File: src/rtl/data_array_ctrl.sv
// Initiator-side controller for the 128 x 256-bit single-port data-array SRAM.
// Valid/ready request port, one-entry read response register, zero-fill after reset.
module data_array_ctrl #(
    parameter int DATA_WIDTH    = 256,
    parameter int ADDR_WIDTH    = 7,
    parameter int NUM_WMASKS    = 32,
    parameter bit INIT_ON_RESET = 1'b1
) (
    input  logic                  clk0,
    input  logic                  rst0,
    input  logic                  req_valid,
    output logic                  req_ready,
    input  logic                  req_write,
    input  logic [ADDR_WIDTH-1:0] req_addr,
    input  logic [DATA_WIDTH-1:0] req_wdata,
    input  logic [NUM_WMASKS-1:0] req_wmask,
    output logic                  resp_valid,
    input  logic                  resp_ready,
    output logic [DATA_WIDTH-1:0] resp_rdata,
    output logic                  init_done,
    output logic                  sram_csb0,
    output logic                  sram_web0,
    output logic [ADDR_WIDTH-1:0] sram_addr0,
    output logic [NUM_WMASKS-1:0] sram_wmask0,
    output logic [DATA_WIDTH-1:0] sram_din0,
    input  logic [DATA_WIDTH-1:0] sram_dout0
);

    typedef enum logic {INIT, RUN} state_t;

    state_t                state_q, state_d;
    logic [ADDR_WIDTH-1:0] init_cnt;
    logic                  rd_pend;
    logic                  fire;

    always_ff @(posedge clk0 or posedge rst0) begin
        if (rst0) state_q <= INIT;
        else      state_q <= state_d;
    end

    always_comb begin
        state_d = state_q;
        if (state_q == INIT && (!INIT_ON_RESET || init_cnt == '1))
            state_d = RUN;
    end

    always_ff @(posedge clk0 or posedge rst0) begin
        if (rst0)
            init_cnt <= '0;
        else if (state_q == INIT && INIT_ON_RESET)
            init_cnt <= init_cnt + 1'b1;
    end

    assign init_done = (state_q == RUN);

    // Reads and writes share one ready rule so requests never reorder.
    always_comb begin
        req_ready = 1'b0;
        if (!rst0 && state_q == RUN)
            req_ready = !resp_valid || resp_ready;
    end

    assign fire = req_valid && req_ready;

    always_comb begin
        sram_csb0   = 1'b1;
        sram_web0   = 1'b1;
        sram_addr0  = req_addr;
        sram_wmask0 = req_wmask;
        sram_din0   = req_wdata;
        if (rst0) begin
            sram_addr0  = '0;
            sram_wmask0 = '0;
            sram_din0   = '0;
        end else if (state_q == INIT) begin
            if (INIT_ON_RESET) begin
                sram_csb0   = 1'b0;
                sram_web0   = 1'b0;
                sram_addr0  = init_cnt;
                sram_wmask0 = '1;
                sram_din0   = '0;
            end
        end else if (fire) begin
            sram_csb0 = 1'b0;
            sram_web0 = !req_write;
        end
    end

    // Macro output is only valid at the edge right after the read; capture there.
    always_ff @(posedge clk0 or posedge rst0) begin
        if (rst0) begin
            rd_pend    <= 1'b0;
            resp_valid <= 1'b0;
            resp_rdata <= '0;
        end else begin
            rd_pend <= fire && !req_write;
            if (rd_pend) begin
                resp_valid <= 1'b1;
                resp_rdata <= sram_dout0;
            end else if (resp_valid && resp_ready) begin
                resp_valid <= 1'b0;
            end
        end
    end

endmodule

File: config.mk
export PLATFORM = sky130hd
export DESIGN_NAME = data_array_ctrl
export DESIGN_NICKNAME = d
export VERILOG_FILES = /design/src/rtl/data_array_ctrl.sv
export SDC_FILE = /design/constraint.sdc
export NUM_CORES = 1
export LEC_CHECK = 0
export ABC_AREA = 1
export CAP_MARGIN = 30
export CORE_AREA = 2 2 439 441
export CTS_BUF_LIST = sky130_fd_sc_hd__clkbuf_2
export DETAILED_ROUTE_END_ITERATION = 8
export DIE_AREA = 0 0 441 443
export GPL_ROUTABILITY_DRIVEN = 0
export PLACE_DENSITY = 0.35
export SYNTH_ARGS = -nofsm -noshare
export SYNTH_HDL_FRONTEND = slang
export SYNTH_SLANG_ARGS = --single-unit
File: constraint.sdc
create_clock -name clk0 -period 9 [get_ports clk0]
set_clock_uncertainty 0.1 [all_clocks]
set_input_delay 0.9 -clock clk0 [delete_from_list [all_inputs] [get_ports clk0]]
set_output_delay 0.9 -clock clk0 [all_outputs]
set_load 0.02 [all_outputs]
==> results.txt <==
vias in the first global route = 18600
Max FO, Critical Path = 217
# IOs = 1112
Root Driver = clkbuf_2
antenna violations before repair = 31
#FFs+latches synth = 266
final hold violations = 0
clock sink count = 266
Synth Cell Area = 13000 µm²
met2 wire len = 68900 µm
library cells used by synthesis = 21
Post-synth top cells = 1044 x nand2_1, 327 x nor2_1, 266 x dfrtp_1
CP required = 8000 ps
drt wl/cell = 25.8 µm
DR DRC count = 0
largest net degree at the start of global routing = 218
CTS Buf Count = 92
RSZ-0062 raised after global routing = no
crit path capture type = primary output
EDFF count, synth = 0
WL met3 = 14300 µm
setup_tns = 0 ps
startpoint of the worst hold path = sram_dout0[42]
CTS tree = yes
fmax = 182 MHz
Skew-Pair Late Insertion Delay = 1360 ps
Tot Pwr = 0.00310 W
asr flop ratio synth = 100%
Detailed Place HPWL = 124000 µm
Rows = 161
GRT Resource Usage Total = 14.6%
most frequent cell after synthesis = nand2_1
Slew HR = 29.4%
clock-pin slew on the worst setup and hold paths = 90 ps
worst r2r src = rd_pend
grt ovf = 0
net count after synthesis = 2359
CTS Buffer Depth = 3
max-cap violation count = 0
layout cells sized above 1 = 4.95%
fin util = 15.7%
pins over their slew limit = 0
Primary FF master, synth = dfrtp_1
CP arrival = 4510 ps
Die Y = 443 µm
crit path kind = reg -> out
crit path from = init_done
largest cells by area after synthesis = dfrtp_1 51%, nand2_1 30%, nor2_1 9.5%
DRT Pass-1 Iters = 6
Synth top area share = 51.3%
Core Region = 191000 µm²
post-route clock period utilization = 61.2%
Pwr Density = 104 nW/µm²
Initial Util = 6.79%
DRT met1 WL = 62800 µm
H-tree levels = 3
post-synthesis sequential area ratio = 51.3%
vias per inst = 3.14
Syn Inst Count = 1802
HP Class = in -> reg
critical-path cell list = buf_12 -> nand2_1 -> nor2_1 -> clkdlybuf4s50_1
syn_area_per_cell = 7.20 µm²
Port Buffers = 1111
Least-Margin Pin Slew = 1060 ps
CP max-delay cell = dfrtp_4
biggest area consumer among synthesized cells = dfrtp_1
first-pass GRT wire length = 190000 µm
Antenna Nets Post-Route = 0
die area = 195000 µm²
Iter 0 DRT Violations = 1291
Warnings, synthesis = 0
status = complete, no violations
Die Wd = 441 µm
via count = 18100
synth-to-layout area growth = 131%
CP peak stage delay = 880 ps
VDD IR-drop max = 0.0658 mV
kind of start point of the critical path = flop
Pleak = 11.7 nW
final wirelength = 149000 µm
Final nets = 3714
minimum clock period = 5510 ps
Final setup viols = 0
Highest Signal Layer = met5
sequential cells by signal, indices dropped and copies added (netlist names):
name        flops
init_cnt        7
init_done       1
rd_pend         1
resp_rdata    256
resp_valid      1
through the flow:
stage,hold slack (ps),setup WS [ps],instances,instance area (µm²)
after floorplan,363,3000,1802,13000
after global placement,356,4250,5325,26400
after detailed placement,358,4240,5331,26600
after CTS,10.5,3140,5737,29900
after global routing,145,3010,5755,30000
final,293,3490,5757,30000
layout make-up:
class | instances | area [µm²]
multi-input cells | 1400 | 5310
flip-flops and latches | 266 | 6660
well taps | 2526 | 3160
fillers | 21800 | 161000
inverters | 12 | 73.8
clock inverters | 22 | 155
clock buffers | 127 | 636
diodes | 19 | 47.5
repair buffers | 1385 | 13900
power by group:
| part | switching, W | leakage [nW] | internal [W] | total, W |
|---|---|---|---|---|
| Combinational | 0.000314 | 8.60 | 0.000393 | 0.000707 |
| Sequential | 0.0000277 | 2.55 | 0.00124 | 0.00127 |
| Clock | 0.000712 | 0.592 | 0.000418 | 0.00113 |
| Total | 0.00105 | 11.7 | 0.00205 | 0.00310 |
layer usage:
metal | vias to the layer above | global-route usage (%)
met5 | - | 0
li1 | 8127 | -
met3 | 147 | 6.04
met4 | 13 | 3.24
met2 | 824 | 23.5
met1 | 8994 | 18.1
timing repair:
action	in CTS	in global routing
gates resized for setup	0	0
hold endpoints to repair	361	0
hold buffers	257	0
setup buffers	0	0
final timing paths:
path	to	slack, ps	depth (start not counted)
max in group asynchronous	resp_rdata[72]	6790	4
setup / recovery	sram_din0[86]	3490	4
setup reg to reg	resp_rdata[66]	5550	4
hold reg to reg	resp_rdata[125]	370	2
min in group asynchronous	resp_rdata[176]	390	3
hold / removal	resp_rdata[42]	290	3
cells in the final DEF (no fill, tap or decap), types with 4 or more instances in the layout:
cell             instances
nand2_1               1044
diode_2                 19
inv_1                    9
dlygate4sd3_1          257
nand3_1                 10
o21ai_0                  7
dfrtp_1                264
buf_4                    8
a21oi_1                  4
clkinv_1                14
nor2_1                 327
clkdlybuf4s50_1       1110
clkbuf_2               127
worst max-delay path: cells and delay by family (launching register included):
family	cells	cell delay, ps
simple gates	2	880
flops	1	880
buf+inv	2	1230
cells by family (layout without fill, tap and decap cells):
| kind of cell | after synthesis | count (layout) | synth area share (%) |
|---|---|---|---|
| buf+inv | 136 | 1546 | 7.79 |
| fa+ha+maj | 1 | 1 | 0.0964 |
| xor+xnor | 2 | 2 | 0.135 |
| flops | 266 | 266 | 51.3 |
| compound gates | 12 | 12 | 0.482 |
| other cells | 0 | 19 | 0 |
| simple gates | 1385 | 1385 | 40.2 |
(Power assumes the default switching activity.)
